===== src/rtl/pic_bus_master.sv =====
// Host-side bus master for the 8259A-style interrupt controller core.
// Runs the ICW init sequence, single OCW writes / status reads, and the two-pulse INTA vector fetch.
module pic_bus_master #(
    parameter logic [7:0] ICW1_VAL     = 8'h13,
    parameter logic [7:0] ICW2_VAL     = 8'h08,
    parameter logic [7:0] ICW3_VAL     = 8'h00,
    parameter logic [7:0] ICW4_VAL     = 8'h01,
    parameter int         PULSE_CYCLES = 2
) (
    input  logic       clk,
    input  logic       reset_n,
    input  logic       start_init,
    output logic       init_done,
    input  logic       cmd_valid,
    output logic       cmd_ready,
    input  logic       cmd_rd,
    input  logic       cmd_a0,
    input  logic [7:0] cmd_data,
    output logic       rsp_valid,
    output logic [7:0] rsp_data,
    input  logic       int_in,
    output logic       vec_valid,
    output logic [7:0] vec_data,
    output logic       cs_n,
    output logic       rd_n,
    output logic       wr_n,
    output logic       inta_n,
    output logic       a0,
    output logic [7:0] d_out,
    output logic       d_oe,
    input  logic [7:0] d_in,
    output logic       busy
);

    localparam int CW = (PULSE_CYCLES > 2) ? $clog2(PULSE_CYCLES) : 1;
    localparam logic [CW-1:0] PULSE_LOAD = CW'(PULSE_CYCLES - 1);
    localparam logic [CW-1:0] GAP_LOAD   = CW'(1);
    localparam bit SEND_ICW3 = !ICW1_VAL[1];
    localparam bit SEND_ICW4 = ICW1_VAL[0];

    typedef enum logic [2:0] {IDLE, SETUP, STROBE, HOLD, IGAP} state_t;
    typedef enum logic [1:0] {K_WR, K_RD, K_INTA} kind_t;

    state_t        state_q, state_d;
    kind_t         kind_q, kind_d;
    logic [CW-1:0] cnt_q, cnt_d;
    logic          inta2_q, inta2_d;
    logic          init_act_q, init_act_d;
    logic [1:0]    idx_q, idx_d;
    logic          done_q, done_d;
    logic          a0_q, a0_d;
    logic [7:0]    dout_q, dout_d;
    logic [7:0]    rsp_data_q, rsp_data_d;
    logic          rsp_valid_q, rsp_valid_d;
    logic [7:0]    vec_data_q, vec_data_d;
    logic          vec_valid_q, vec_valid_d;
    logic          sync1_q, sync2_q;
    logic          intack_pending;
    logic [2:0]    nxt_idx;
    logic          in_cycle;

    // Index 4 means the ICW list is exhausted; ICW3/ICW4 are skipped per ICW1 flags.
    function automatic logic [2:0] next_index(input logic [1:0] idx);
        logic [2:0] n;
        n = 3'd4;
        case (idx)
            2'd0:    n = 3'd1;
            2'd1:    n = SEND_ICW3 ? 3'd2 : (SEND_ICW4 ? 3'd3 : 3'd4);
            2'd2:    n = SEND_ICW4 ? 3'd3 : 3'd4;
            default: n = 3'd4;
        endcase
        return n;
    endfunction

    function automatic logic [7:0] icw_byte(input logic [1:0] idx);
        logic [7:0] b;
        case (idx)
            2'd0:    b = ICW1_VAL;
            2'd1:    b = ICW2_VAL;
            2'd2:    b = ICW3_VAL;
            default: b = ICW4_VAL;
        endcase
        return b;
    endfunction

    always_ff @(posedge clk or negedge reset_n) begin
        if (!reset_n) begin
            sync1_q <= 1'b0;
            sync2_q <= 1'b0;
        end else begin
            sync1_q <= int_in;
            sync2_q <= sync1_q;
        end
    end

    assign intack_pending = sync2_q & done_q;
    assign cmd_ready      = (state_q == IDLE) & done_q & ~intack_pending;
    assign nxt_idx        = next_index(idx_q);

    always_comb begin
        state_d     = state_q;
        kind_d      = kind_q;
        cnt_d       = cnt_q;
        inta2_d     = inta2_q;
        init_act_d  = init_act_q;
        idx_d       = idx_q;
        done_d      = done_q;
        a0_d        = a0_q;
        dout_d      = dout_q;
        rsp_data_d  = rsp_data_q;
        rsp_valid_d = 1'b0;
        vec_data_d  = vec_data_q;
        vec_valid_d = 1'b0;
        case (state_q)
            IDLE: begin
                if (intack_pending) begin
                    state_d = SETUP;
                    kind_d  = K_INTA;
                    inta2_d = 1'b0;
                end else if (init_act_q) begin
                    state_d = SETUP;
                    kind_d  = K_WR;
                    a0_d    = (idx_q != 2'd0);
                    dout_d  = icw_byte(idx_q);
                end else if (cmd_valid && cmd_ready) begin
                    state_d = SETUP;
                    kind_d  = cmd_rd ? K_RD : K_WR;
                    a0_d    = cmd_a0;
                    if (!cmd_rd) dout_d = cmd_data;
                end else if (start_init) begin
                    state_d    = SETUP;
                    kind_d     = K_WR;
                    done_d     = 1'b0;
                    init_act_d = 1'b1;
                    idx_d      = 2'd0;
                    a0_d       = 1'b0;
                    dout_d     = ICW1_VAL;
                end
            end
            SETUP: begin
                state_d = STROBE;
                cnt_d   = PULSE_LOAD;
            end
            STROBE: begin
                if (cnt_q == '0) begin
                    if (kind_q == K_INTA && !inta2_q) begin
                        state_d = IGAP;
                        cnt_d   = GAP_LOAD;
                        inta2_d = 1'b1;
                    end else begin
                        state_d = HOLD;
                        if (kind_q == K_RD) begin
                            rsp_data_d  = d_in;
                            rsp_valid_d = 1'b1;
                        end
                        if (kind_q == K_INTA) begin
                            vec_data_d  = d_in;
                            vec_valid_d = 1'b1;
                        end
                    end
                end else begin
                    cnt_d = cnt_q - 1'b1;
                end
            end
            IGAP: begin
                if (cnt_q == '0) begin
                    state_d = STROBE;
                    cnt_d   = PULSE_LOAD;
                end else begin
                    cnt_d = cnt_q - 1'b1;
                end
            end
            HOLD: begin
                state_d = IDLE;
                if (init_act_q) begin
                    if (nxt_idx[2]) begin
                        done_d     = 1'b1;
                        init_act_d = 1'b0;
                    end else begin
                        idx_d = nxt_idx[1:0];
                    end
                end
            end
            default: state_d = IDLE;
        endcase
    end

    always_ff @(posedge clk or negedge reset_n) begin
        if (!reset_n) begin
            state_q     <= IDLE;
            kind_q      <= K_WR;
            cnt_q       <= '0;
            inta2_q     <= 1'b0;
            init_act_q  <= 1'b0;
            idx_q       <= 2'd0;
            done_q      <= 1'b0;
            a0_q        <= 1'b0;
            dout_q      <= 8'h00;
            rsp_data_q  <= 8'h00;
            rsp_valid_q <= 1'b0;
            vec_data_q  <= 8'h00;
            vec_valid_q <= 1'b0;
        end else begin
            state_q     <= state_d;
            kind_q      <= kind_d;
            cnt_q       <= cnt_d;
            inta2_q     <= inta2_d;
            init_act_q  <= init_act_d;
            idx_q       <= idx_d;
            done_q      <= done_d;
            a0_q        <= a0_d;
            dout_q      <= dout_d;
            rsp_data_q  <= rsp_data_d;
            rsp_valid_q <= rsp_valid_d;
            vec_data_q  <= vec_data_d;
            vec_valid_q <= vec_valid_d;
        end
    end

    // Strobes decode straight from state so an async reset releases them instantly.
    assign in_cycle  = (state_q == SETUP) || (state_q == STROBE) || (state_q == HOLD);
    assign cs_n      = ~(in_cycle && kind_q != K_INTA);
    assign wr_n      = ~(state_q == STROBE && kind_q == K_WR);
    assign rd_n      = ~(state_q == STROBE && kind_q == K_RD);
    assign inta_n    = ~(state_q == STROBE && kind_q == K_INTA);
    assign d_oe      = in_cycle && kind_q == K_WR;
    assign a0        = a0_q;
    assign d_out     = dout_q;
    assign busy      = (state_q != IDLE);
    assign init_done = done_q;
    assign rsp_valid = rsp_valid_q;
    assign rsp_data  = rsp_data_q;
    assign vec_valid = vec_valid_q;
    assign vec_data  = vec_data_q;

endmodule


===== config.mk =====
export PLATFORM = sky130hd
export DESIGN_NAME = pic_bus_master
export DESIGN_NICKNAME = d
export VERILOG_FILES = /design/src/rtl/pic_bus_master.sv
export SDC_FILE = /design/constraint.sdc
export NUM_CORES = 1
export LEC_CHECK = 0
export ABC_CLOCK_PERIOD_IN_PS = 2150
export CAP_MARGIN = 0
export CORE_MARGIN = 1.5
export CORE_UTILIZATION = 30
export DETAILED_ROUTE_END_ITERATION = 10
export PLACE_DENSITY = 0.6
export SYNTH_ARGS = -nofsm -noshare
export SYNTH_HDL_FRONTEND = slang
export SYNTH_SLANG_ARGS = --single-unit

===== constraint.sdc =====
create_clock -name clk -period 2.15 [get_ports clk]
set_input_delay 0.215 -clock clk [delete_from_list [all_inputs] [get_ports clk]]
set_output_delay 0.215 -clock clk [all_outputs]
set_load 0.01 [all_outputs]

==> metrics, run 1 <==
status=finished clean; vias per cell=4.73; Detail Route Antenna Nets=0; RSZ-0062 raised after global routing=false; Most used DFF post-synth=dfrtp_1; Port Buf Inserts=57; Tcrit/Tclk final=0.957; clock network power share=0.158; worst skew pair latency=0.29 ns; Tot Pwr=3.37 mW; Crit Path Class=register to primary output; Root Driver=clkbuf_8; CP max stage cell=clkdlybuf4s50_1; Max Cap Viol=0; Die Span X=82.2 um; starting density of the core=0.314; hpwl dp=2.96 mm; layout cells sized above 1=0.213; #FFs+latches synth=40; largest stage delay on the critical path=0.52 ns; worst rel slew slack=0.640; first-pass GRT wire length=6.50 mm; required time worst endpoint=1.93 ns; count of cell types in the netlist=43; number of global-route vias before repair=1,394; Mapped Area=0.00188 mm^2; GP Congestion=0.797; Critical Path Start=state_q[2]; sequential share of power=0.375; total core area=0.00599 mm^2; Mapped Nets=183; CTS tree=done; worst slew pin tran=0.533 ns; Final Critical Period=2.06 ns; CP endpoint kind=primary output; CP max FO=11; GRT Total Usage=0.129; total grt overflow=0; Critical Path Source Type=register; fin. max-slew vios=0; clk buf depth=2; DRT iter0 DRCs=77; sw frac=0.346; largest net degree at the start of global routing=24; worst min path class=register to register; most frequent cells in the layout=56 x clkdlybuf4s50_1, 37 x dfrtp_1, 17 x mux2_2; Avg Cell Area, Syn=12.1 um^2; f_max=486 MHz; reg2reg start=state_q[2]; I/O pin count=58; Clock Sinks=40; Setup violations, final=0; Mapped Cells=156; reported net switching power=1.17 mW; Async SR Flop Fraction=1.00; Total Wirelength=4.00 mm; Reg clk slew, reported paths=0.08 ns; area delta synth->final=43.2%; Final Hold Fails=0; 1st-pass router iterations=4; Power Dens Cells=1250 mW/mm^2; DIE AREA=0.00676 mm^2; cts bufs inserted=5; Max VDD drop=513 uV; worst path cell trace=a2111oi_4, and2_1, clkdlybuf4s50_1; register area share after synthesis=0.532; Arr. time, crit path=1.84 ns; Int Power=2.20 mW; commonest non-fill, non-tap cell in the layout=clkdlybuf4s50_1; P_leak=1.18 nW; initial antenna violation count=0; Fin Setup TNS=0 ns; Post-route DRC=0; Comb pwr share=0.467; yosys synthesis warning count=0; largest cells by area after synthesis=dfrtp_1 53%, mux2_2 10%, a22o_1 2.8%; Wirelength per Cell=13.3 um; Max H-tree Level=2; HP Start=sync1_q; routed vias=1,420; nets=252; EDFF count, synth=0; row cnt=28; cell taking the most area after synthesis=dfrtp_1; Worst Skew=0.0106 ns; ANT cells=0; Synth top area share=0.532; Die Ht=82.2 um
-- routing by layer --
metal  track usage  vias to the layer above  wire length (um)
met1         0.170                      673              1850
met5             0                        -                 0
li1              -                      695                 -
met3        0.0429                        8               311
met2         0.193                       44              1780
met4        0.0508                        0                55
-- stage by stage --
| stage | cell area [um^2] | cells | utilization | hold WS (ns) | setup WS, ns |
|---|---|---|---|---|---|
| 3_3_place_gp | 2570 | 290 | 0.429 | 0.171 | 0.312 |
| 4_1_cts | 2680 | 298 | 0.447 | 0.355 | 0.0583 |
| 3_5_place_dp | 2570 | 290 | 0.429 | 0.175 | 0.286 |
| 5_1_grt | 2700 | 300 | 0.450 | 0.359 | 0.00845 |
| 6_report | 2700 | 300 | 0.450 | 0.353 | 0.0930 |
| 2_1_floorplan | 1880 | 156 | - | -0.0806 | 0.433 |
-- cell usage after synthesis (all sizes together) (2+ instances only) --
master	instances
a21oi	3
a22o	6
a31oi	3
and2	2
buf	2
clkbuf	3
dfrtp	40
ha	4
inv	9
mux2	18
mux2i	5
nand2	8
nand3	5
nand3b	4
nor2	13
nor2b	2
nor3	3
nor3b	2
o21ai	7
o22ai	2
or3	2
-- registers in the layout, indices dropped and copies added, names as in the netlist, 2 cells and up --
signal	flops
d_out	8
rsp_data	8
vec_data	8
state_q	3
idx_q	2
kind_q	2
-- path summary, 6_finish.rpt --
check	endpoint	slack (ns)	cells past startpoint
max reg2reg	d_out[6]	0.35	6
max	cmd_ready	0.09	3
min reg2reg	sync2_q	0.35	0
min in group asynchronous	kind_q[0]	0.38	2
max in group asynchronous	rsp_data[0]	1.11	3
min	sync2_q	0.35	0
-- cell type report --
type,instances,area (um^2)
Fill cell,561,3300
Sequential cell,40,1000
Multi-Input combinational cell,102,823
Timing Repair Buffer,67,643
Clock buffer,7,96.3
Tap cell,75,93.8
Inverter,9,33.8
-- power groups by stage --
stage / sequential [mW] / clock (mW) / combinational, mW
after floorplan: 1.27 / 0 / 0.827
after global placement: 1.27 / 0 / 1.57
after detailed placement: 1.27 / 0 / 1.58
after CTS: 1.27 / 0.556 / 1.59
after global routing: 1.31 / 0.582 / 1.75
final: 1.26 / 0.534 / 1.57
-- critical path: cells and delay by family (launching register included) --
family	cells	cell delay [ns]
AO/OA/AOI/OAI	1	0.36
buffers and inverters	1	0.52
AND/OR/NAND/NOR	1	0.17
flip-flops	1	0.50
-- repair_timing --
| item | 4_1_cts | 5_1_grt |
|---|---|---|
| setup endpoints to repair | 2 | 3 |
| pin swaps | 0 | 0 |
| setup buffers | 0 | 2 |
| endpoints found under the hold margin | 17 | 0 |
| hold buffers | 1 | 0 |
| resized for setup | 2 | 1 |
| cloned | 0 | 0 |
-- cell families after synthesis --
family / share of synthesized area
adder cells (fa/ha/maj): 0.0266
flip-flops: 0.532
AND/OR/NAND/NOR: 0.152
AO/OA/AOI/OAI: 0.123
multiplexers: 0.136
buffers and inverters: 0.0306
Note: power is estimated with default switching activity, not from simulation.
==> inputs of run 2 (changes only) <==
Settings changed: HOLD_SLACK_MARGIN set to 0.12, SETUP_SLACK_MARGIN set to 0.3, SLEW_MARGIN set to 20.
==> metrics, run 2 (synthesis gave the netlist of run 1 again) <==
total core area=0.00599 mm^2; Die Span X=82.2 um; most frequent cells in the layout=51 x clkdlybuf4s50_1, 36 x dfrtp_1, 19 x buf_4; cts bufs inserted=5; clock network power share=0.154; hpwl dp=2.96 mm; Post-route DRC=0; row cnt=28; Int Power=2.26 mW; worst min path class=register to register; Power Dens Cells=1250 mW/mm^2; Comb pwr share=0.497; I/O pin count=58; GR Layer Usage met3=0.0440; vias per cell=4.75; routed vias=1,472; starting density of the core=0.314; Arr. time, crit path=1.94 ns; Sequential Area=0.00101 mm^2; reported net switching power=1.20 mW; Detail Route Antenna Nets=0; Setup violations, final=0; largest net degree at the start of global routing=24; fin. max-slew vios=0; Max H-tree Level=2; first-pass GRT wire length=6.88 mm; layout cells sized above 1=0.260; met1 usage=0.175; Final Hold Fails=0; Port Buf Inserts=57; DRT iter0 DRCs=65; worst skew pair latency=0.29 ns; nets=262; Clock Sinks=40; Critical Path Source Type=register; required time worst endpoint=2.32 ns; worst rel slew slack=0.643; DIE AREA=0.00676 mm^2; area delta synth->final=47.4%; grt peak-use layer=met2; worst slew pin tran=0.528 ns; sequential share of power=0.349; Final Critical Period=1.77 ns; number of global-route vias before repair=1,487; Die Ht=82.2 um; commonest non-fill, non-tap cell in the layout=clkdlybuf4s50_1; CP endpoint kind=register; P_leak=1.24 nW; 1st-pass router iterations=4; Max Cap Viol=0; Root Driver=clkbuf_8; CTS tree=done; worst hold margin=0.352 ns; ANT cells=0; Fin Setup TNS=0 ns; GRT Total Usage=0.136; Wirelength per Cell=13.5 um; status=finished clean; Tcrit/Tclk final=0.822; Reg clk slew, reported paths=0.08 ns; GP Congestion=0.797; largest stage delay on the critical path=0.44 ns; Max VDD drop=512 uV; CP max stage cell=dfrtp_2; sw frac=0.347; Filler cells=565; Crit Path Class=register to register; RSZ-0062 raised after global routing=true; worst path cell trace=buf_4, nor2_1, nand4_2, mux2_2; CP max FO=9; total grt overflow=0; GR Util met2=0.207; initial antenna violation count=0; clk buf depth=2; Worst Skew=0.0105 ns; f_max=566 MHz; Total Wirelength=4.18 mm; Multi-input gate area=832 um^2
-- run 2: cell count changes in the layout (fill, tap and decap cells not counted), sizes merged --
cell and delta:
dlymetal6s2s +1, dlygate4sd2 +3, buf +10, clkdlybuf4s50 -5
clkbuf +1
-- run 2: path summary, 6_finish.rpt --
path | slack, ns | cells past startpoint | from | end
worst max-delay path | 0.38 | 4 | state_q[0] | vec_data[3]
worst min-delay path | 0.35 | 0 | sync1_q | sync2_q
worst max register to register | 0.38 | 4 | state_q[0] | vec_data[3]
worst min register to register | 0.35 | 0 | sync1_q | sync2_q
max in group asynchronous | 1.08 | 3 | reset_n | sync2_q
min in group asynchronous | 0.38 | 2 | reset_n | kind_q[0]
-- run 2: cell type report --
| class | count | area share |
|---|---|---|
| Clock buffer | 7 | 0.0347 |
| Inverter | 9 | 0.0122 |
| Multi-Input combinational cell | 102 | 0.300 |
| Sequential cell | 40 | 0.363 |
| Tap cell | 75 | 0.0338 |
| Timing Repair Buffer | 77 | 0.257 |
-- run 2: through the flow --
stage	cells	setup WS [ns]	util	total power, mW	area, um^2
floorplan	156	0.433	-	2.10	1880
global placement	290	0.312	0.429	2.84	2570
detailed placement	290	0.286	0.429	2.85	2570
CTS	310	0.249	0.462	3.49	2770
global route	310	0.295	0.463	3.74	2770
finish	310	0.383	0.463	3.46	2770
-- run 2: critical path, delay by kind of cell (launching register included) --
kind                   cells  cell delay, ns
buffers and inverters      1            0.18
muxes                      1            0.38
DFF                        1            0.44
and+or+nand+nor            2            0.64
-- run 2: metal layers --
| metal | wire, um | up-vias |
|---|---|---|
| met5 | 0 | - |
| met4 | 46 | 0 |
| met3 | 283 | 8 |
| met2 | 1910 | 52 |
| met1 | 1940 | 695 |
| li1 | - | 717 |
-- run 2: power groups by stage --
stage / registers [mW] / logic (mW) / clock network, mW
6_report: 1.21 / 1.72 / 0.533
5_1_grt: 1.24 / 1.91 / 0.582
4_1_cts: 1.20 / 1.73 / 0.556
3_5_place_dp: 1.27 / 1.58 / 0
3_3_place_gp: 1.27 / 1.57 / 0
2_1_floorplan: 1.27 / 0.827 / 0
-- run 2: what timing repair did --
action	CTS	global route
endpoints found under the setup margin	15	2
gates cloned	0	0
setup buffers	12	0
endpoints found under the hold margin	17	0
gates resized for setup	9	4
hold buffers	1	0
